$ cat config.mk
export PLATFORM = sky130hd
export DESIGN_NAME = shift_sequencer_flat
export DESIGN_NICKNAME = d
export VERILOG_FILES = /design/src/rtl/shift_sequencer_if.sv /design/src/rtl/shift_sequencer.sv /design/src/flat_wrapper.sv
export SDC_FILE = /design/constraint.sdc
export NUM_CORES = 1
export LEC_CHECK = 0
export CAP_MARGIN = 20
export CORE_MARGIN = 2
export CORE_UTILIZATION = 42
export DETAILED_ROUTE_END_ITERATION = 10
export GPL_TIMING_DRIVEN = 0
export PLACE_DENSITY = 0.78
export SLEW_MARGIN = 20
export SYNTH_ARGS = -nofsm -noshare
export SYNTH_HDL_FRONTEND = slang
export SYNTH_SLANG_ARGS = --single-unit
$ cat constraint.sdc
create_clock -name clk -period 2 [get_ports clk]
set_input_delay 0.4 -clock clk [delete_from_list [all_inputs] [get_ports clk]]
set_output_delay 0.4 -clock clk [all_outputs]
set_load 0.01 [all_outputs]
$ cat src/rtl/shift_sequencer_if.sv
// Bundles the request handshake and the barrel-shifter connection of shift_sequencer.
// The sequencer uses the slave modport; the requester/shifter environment uses master.
interface shift_sequencer_if;
  logic        start;
  logic [1:0]  op;
  logic [5:0]  amt;
  logic [31:0] a_in;
  logic        busy;
  logic        done;
  logic [31:0] result;
  logic        carry;
  logic [4:0]  sh_sh;
  logic        sh_s;
  logic [31:0] sh_a;
  logic [31:0] sh_aout;
  logic        sh_lco;
  logic        sh_rco;

  modport slave (
    input  start, op, amt, a_in, sh_aout, sh_lco, sh_rco,
    output busy, done, result, carry, sh_sh, sh_s, sh_a
  );

  modport master (
    output start, op, amt, a_in, sh_aout, sh_lco, sh_rco,
    input  busy, done, result, carry, sh_sh, sh_s, sh_a
  );
endinterface

$ cat src/rtl/shift_sequencer.sv
// Drives an external 32-bit combinational barrel shifter for one or two 5-bit passes
// to perform LSL/LSR/ROR/ROL by 0-63, registering the final result and carry.
module shift_sequencer (
  input  logic              clk,
  input  logic              rst,
  shift_sequencer_if.slave  bus
);

  localparam logic [1:0] S_IDLE  = 2'd0;
  localparam logic [1:0] S_PASS1 = 2'd1;
  localparam logic [1:0] S_PASS2 = 2'd2;
  localparam logic [1:0] S_DONE  = 2'd3;

  localparam logic [1:0] OP_LSL = 2'd0;
  localparam logic [1:0] OP_LSR = 2'd1;
  localparam logic [1:0] OP_ROR = 2'd2;
  localparam logic [1:0] OP_ROL = 2'd3;

  logic [1:0]  r_state;
  logic [1:0]  r_op;
  logic [5:0]  r_amt;
  logic [31:0] r_a;
  logic [31:0] r_temp;
  logic [31:0] r_result;
  logic        r_carry;

  logic        w_isRotate;
  logic [4:0]  w_k;
  logic        w_twoPass;
  logic        w_rightPass1;
  logic [4:0]  w_pass1Sh;
  logic [4:0]  w_pass2Sh;
  logic [4:0]  w_shSh;
  logic        w_shS;
  logic [31:0] w_shA;
  logic [31:0] w_finalResult;
  logic        w_finalCarry;

  assign w_isRotate   = r_op[1];
  assign w_k          = r_amt[4:0];
  assign w_twoPass    = w_isRotate ? (w_k != 5'd0) : r_amt[5];
  assign w_rightPass1 = (r_op == OP_LSR) || (r_op == OP_ROR);
  assign w_pass1Sh    = (!w_isRotate && r_amt[5]) ? 5'd31 : w_k;

  // Long shifts: amt-31 equals amt[4:0]+1; amt=63 would need 32, so it is clamped to 31
  // (the operand is already down to a single bit, so the carry and result stay 0).
  always_comb begin
    w_pass2Sh = 5'd0 - w_k;
    if (!w_isRotate) begin
      w_pass2Sh = (w_k == 5'd31) ? 5'd31 : w_k + 5'd1;
    end
  end

  always_comb begin
    w_shSh = 5'd0;
    w_shS  = 1'b0;
    w_shA  = 32'd0;
    case (r_state)
      S_PASS1: begin
        w_shSh = w_pass1Sh;
        w_shS  = w_rightPass1;
        w_shA  = r_a;
      end
      S_PASS2: begin
        w_shSh = w_pass2Sh;
        w_shS  = w_isRotate ? ~w_rightPass1 : w_rightPass1;
        w_shA  = w_isRotate ? r_a : r_temp;
      end
      default: ;
    endcase
  end

  always_comb begin
    w_finalResult = bus.sh_aout;
    if (w_isRotate && (r_state == S_PASS2)) begin
      w_finalResult = r_temp | bus.sh_aout;
    end else if (!w_isRotate && r_amt[5]) begin
      w_finalResult = 32'd0;
    end
    case (r_op)
      OP_LSL:  w_finalCarry = (r_amt == 6'd0) ? 1'b0 : bus.sh_lco;
      OP_LSR:  w_finalCarry = (r_amt == 6'd0) ? 1'b0 : bus.sh_rco;
      OP_ROR:  w_finalCarry = w_finalResult[31];
      default: w_finalCarry = w_finalResult[0];
    endcase
  end

  always_ff @(posedge clk) begin
    if (rst) begin
      r_state  <= S_IDLE;
      r_op     <= 2'd0;
      r_amt    <= 6'd0;
      r_a      <= 32'd0;
      r_temp   <= 32'd0;
      r_result <= 32'd0;
      r_carry  <= 1'b0;
    end else begin
      case (r_state)
        S_IDLE, S_DONE: begin
          if (bus.start) begin
            r_op    <= bus.op;
            r_amt   <= bus.amt;
            r_a     <= bus.a_in;
            r_state <= S_PASS1;
          end else begin
            r_state <= S_IDLE;
          end
        end
        S_PASS1: begin
          r_temp <= bus.sh_aout;
          if (w_twoPass) begin
            r_state <= S_PASS2;
          end else begin
            r_result <= w_finalResult;
            r_carry  <= w_finalCarry;
            r_state  <= S_DONE;
          end
        end
        default: begin
          r_result <= w_finalResult;
          r_carry  <= w_finalCarry;
          r_state  <= S_DONE;
        end
      endcase
    end
  end

  assign bus.busy   = (r_state == S_PASS1) || (r_state == S_PASS2);
  assign bus.done   = (r_state == S_DONE);
  assign bus.result = r_result;
  assign bus.carry  = r_carry;
  assign bus.sh_sh  = w_shSh;
  assign bus.sh_s   = w_shS;
  assign bus.sh_a   = w_shA;

endmodule

$ cat src/flat_wrapper.sv
// flat-port wrapper written by rule: the top's interface ports become plain ports
module shift_sequencer_flat 
  (clk, rst, bus_start, bus_op, bus_amt, bus_a_in, bus_sh_aout, bus_sh_lco, bus_sh_rco, bus_busy, bus_done, bus_result, bus_carry, bus_sh_sh, bus_sh_s, bus_sh_a);
  shift_sequencer_if bus_i ();
  input  logic clk;
  input  logic rst;
  input wire logic [$bits(bus_i.start)-1:0] bus_start;
  input wire logic [$bits(bus_i.op)-1:0] bus_op;
  input wire logic [$bits(bus_i.amt)-1:0] bus_amt;
  input wire logic [$bits(bus_i.a_in)-1:0] bus_a_in;
  input wire logic [$bits(bus_i.sh_aout)-1:0] bus_sh_aout;
  input wire logic [$bits(bus_i.sh_lco)-1:0] bus_sh_lco;
  input wire logic [$bits(bus_i.sh_rco)-1:0] bus_sh_rco;
  output wire logic [$bits(bus_i.busy)-1:0] bus_busy;
  output wire logic [$bits(bus_i.done)-1:0] bus_done;
  output wire logic [$bits(bus_i.result)-1:0] bus_result;
  output wire logic [$bits(bus_i.carry)-1:0] bus_carry;
  output wire logic [$bits(bus_i.sh_sh)-1:0] bus_sh_sh;
  output wire logic [$bits(bus_i.sh_s)-1:0] bus_sh_s;
  output wire logic [$bits(bus_i.sh_a)-1:0] bus_sh_a;
  assign bus_i.start = bus_start;
  assign bus_i.op = bus_op;
  assign bus_i.amt = bus_amt;
  assign bus_i.a_in = bus_a_in;
  assign bus_i.sh_aout = bus_sh_aout;
  assign bus_i.sh_lco = bus_sh_lco;
  assign bus_i.sh_rco = bus_sh_rco;
  assign bus_busy = bus_i.busy;
  assign bus_done = bus_i.done;
  assign bus_result = bus_i.result;
  assign bus_carry = bus_i.carry;
  assign bus_sh_sh = bus_i.sh_sh;
  assign bus_sh_s = bus_i.sh_s;
  assign bus_sh_a = bus_i.sh_a;
  shift_sequencer u_core (.clk(clk), .rst(rst), .bus(bus_i));
endmodule
==> results of run 1 <==
## area by class of cell
type | instances | area, µm²
timing repair buffer | 178 | 1560
sequential | 107 | 2165
tap | 143 | 178.9
clock buffer | 10 | 239.0
buffer | 54 | 431.7
inverter | 10 | 50.05
multi-input combinational | 441 | 2963
fill | 896 | 3729
clock inverter | 6 | 53.80
## layer usage
layer	vias to the layer above	wire [µm]	share of wire, %	GRT usage, %
met3	76	1444	7.9	3.157
met1	2514	7349	40	35.78
met4	0	832	4.5	12.10
met5	-	0	0	0
li1	2500	-	-	-
met2	292	8667	47	43.39
## report_power, final
group | internal, mW | leakage [nW] | total, mW | switching [mW]
Sequential | 2.81 | 0.881 | 3.42 | 0.604
Clock | 0.905 | 0.142 | 1.76 | 0.854
Combinational | 2.87 | 1.83 | 5.94 | 3.06
Total | 6.59 | 2.85 | 11.1 | 4.52
## metrics by stage
| step | std cells | util (%) | setup TNS, ps | setup slack, ps | total power, mW |
|---|---|---|---|---|---|
| 2_1_floorplan | 615 | - | 0 | 21.94 | 5.847 |
| 3_3_place_gp | 906 | 57.60 | -37590 | -856.6 | 7.455 |
| 3_5_place_dp | 906 | 57.60 | -43960 | -873.1 | 7.599 |
| 4_1_cts | 941 | 63.48 | -6744 | -212.2 | 10.08 |
| 5_1_grt | 949 | 67.21 | -11110 | -306.7 | 11.64 |
| 6_report | 949 | 67.21 | -8094 | -242.2 | 11.11 |
## cells by family (layout without fill, tap and decap cells)
group           Yosys count  count (layout)  synth area share, %
xor+xnor                  3               3               0.5383
buf+inv                  68             258                5.946
flops                   107             107                43.87
compound gates          162             163                19.84
mux                      33              33                6.766
simple gates            231             231                20.22
fa+ha+maj                11              11                2.819
## flip-flops by register name, summed over array words and instances (netlist names)
| signal | count |
|---|---|
| u_core.bus.carry | 1 |
| u_core.bus.result | 32 |
| u_core.r_a | 32 |
| u_core.r_amt | 6 |
| u_core.r_op | 2 |
| u_core.r_state | 2 |
| u_core.r_temp | 32 |
## worst max-delay path by stage
stage                           start               endpoint  slack [ps]  depth (start not counted)
finish              u_core.r_state[0]           bus_sh_sh[4]        -240                          7
global route        u_core.r_state[0]           bus_sh_a[18]        -310                          8
CTS                 u_core.r_state[0]           bus_sh_a[16]        -210                          8
detailed placement  u_core.r_state[0]            bus_sh_a[6]        -870                          8
global placement    u_core.r_state[0]            bus_sh_a[6]        -860                          8
floorplan             u_core.r_amt[0]  u_core.bus.result[10]          20                         10
## Yosys cell counts (3+ instances only)
cell type / number
or3_1: 30
inv_1: 10
buf_6: 4
a21oi_1: 75
nand3_1: 6
nand2_1: 115
a31oi_1: 35
xnor2_1: 3
a22oi_1: 33
ha_1: 11
dfxtp_1: 107
mux2i_1: 33
nor2_1: 68
buf_2: 4
clkbuf_1: 48
o21ai_0: 11
## what timing repair did
item                                    CTS  global route
pin swaps                                30            63
endpoints found under the hold margin     0             0
buffers inserted                         21             5
resized for setup                       260            89
gates cloned                              2             3
endpoints found under the setup margin  111            69
## critical path, stage by stage (launching register included)
cell	delay [ps]
dfxtp_4	370
buf_4	140
ha_4	160
buf_12	110
clkbuf_16	150
o21ai_0	170
a31oi_4	240
buf_2	150
==> impl_metrics.tcl, run 1 <==
set metrics [dict create \
    cellPowerDensity_nw_per_um2 1454 \
    finClkSkew_ps 9.366 \
    setup_viol 61 \
    ir_drop_uv 775.5 \
    synth_area_leader_cell "dfxtp_1" \
    maxSlewHeadroom_pct 49.03 \
    r2r_setup_slack_ps -70 \
    cp.required_ps 1600 \
    core_um2 11370 \
    gp_congestion 0.9363 \
    grt_max_degree 20 \
    viasPerCell 5.671 \
    final_cell_mix "113 x nand2_1, 109 x clkdlybuf4s50_1, 99 x dfxtp_1" \
    outcome "finished, violations left" \
    area_growth_pct 56.51 \
    placed_area_um2 6549 \
    vias 5382 \
    gr-total-overflow 0 \
    diodes 0 \
    finalHoldViolCount 0 \
    syn_nets 703 \
    antenna_found_initial 0 \
    final_nets 889 \
    yosysTopAreaCellShare_pct 43.87 \
    ant_nets 0 \
    grtUsageTotal_pct 26.72 \
    r2r_cells 9 \
    numCtsBuffers 9 \
    io_pins 150 \
    yosys_warnings 0 \
    clkLatencyLatePin_ps 350 \
    hp-class "reg2reg" \
    final_layout_size_suffix_gt1_share_pct 26.92 \
    ys_ff_latch 107 \
    hold_start "u_core.r_a[14]" \
    clockBufferDepth 2 \
    hpwl_mm 12.38 \
    grt_pass1_wl_mm 26.35 \
    holdWs_ps 462.5 \
    start_kind "register" \
    drt_wl_total_mm 18.29 \
    start_util_pct 42.94 \
    p_leak_nw 2.849 \
    r2r-start "u_core.r_amt[0]" \
    drt_iter0_markers 577 \
    synth_ff_type "dfxtp_1" \
    die_y_um 111.8 \
    syn_area_um2 4882 \
    synth_seq_area_share_pct 43.87 \
    clock_sinks 107 \
    violations "negative setup slack" \
    drc 0 \
    synth_cells 615 \
    period_needed_ps 2242 \
    cts_tree "yes" \
    fin_crit_sh_pct 112.1 \
    drt-wirelength-per-cell_um 19.28 \
    cp_max_fo 10 \
    maxCapViolCount 0 \
    grt_pass1_vias 5051 \
    rows 39 \
    tightest_slew_ps 764.5 \
    crit_path_end_kind "output pin" \
    path_clk_slew_ps 70 \
    min_to "u_core.r_a[14]" \
    firstDrtPassIters 5 \
    min_path_cells 2 \
    synth-edff-count 0 \
    final.setup.worst_slack_ps -242.2 \
    crit_type "reg2out" \
    port-buffer-count 148 \
    slew_viol_final 0 \
    worstReg2RegEnd "u_core.bus.result[29]" \
    synthArstFlopShare_pct 0 \
    crit_arrival_ps 1840 \
    synth_cell_types 32 \
    max_freq_ghz 0.4460 \
    hold_buffers 0 \
    fin_area_um2 7641 \
    ctsRootBufferMaster "clkbuf_16" \
    syn_area_per_cell_um2 7.939 \
    mostFrequentLayoutCell "nand2_1" \
    die_area_um2 12500 \
    synth_area_leaders "dfxtp_1 44%, nand2_1 8.8%, a21oi_1 7.7%" \
    rsz0062_at_grt "true" \
    fp.dieW_um 111.8 \
    htree_levels 3 \
]
Power figures use the tool's default switching activity.
==> inputs of run 2 (changes only) <==
ABC_AREA = 0   (was default)
==> results of run 2 <==
The final DEF is identical to that of run 1; final timing and power are the same.
==> inputs of run 3 (changes only) <==
RECOVER_POWER = 100   (was default)
==> results of run 3 <==
The final DEF is identical to that of run 1; final timing and power are the same.
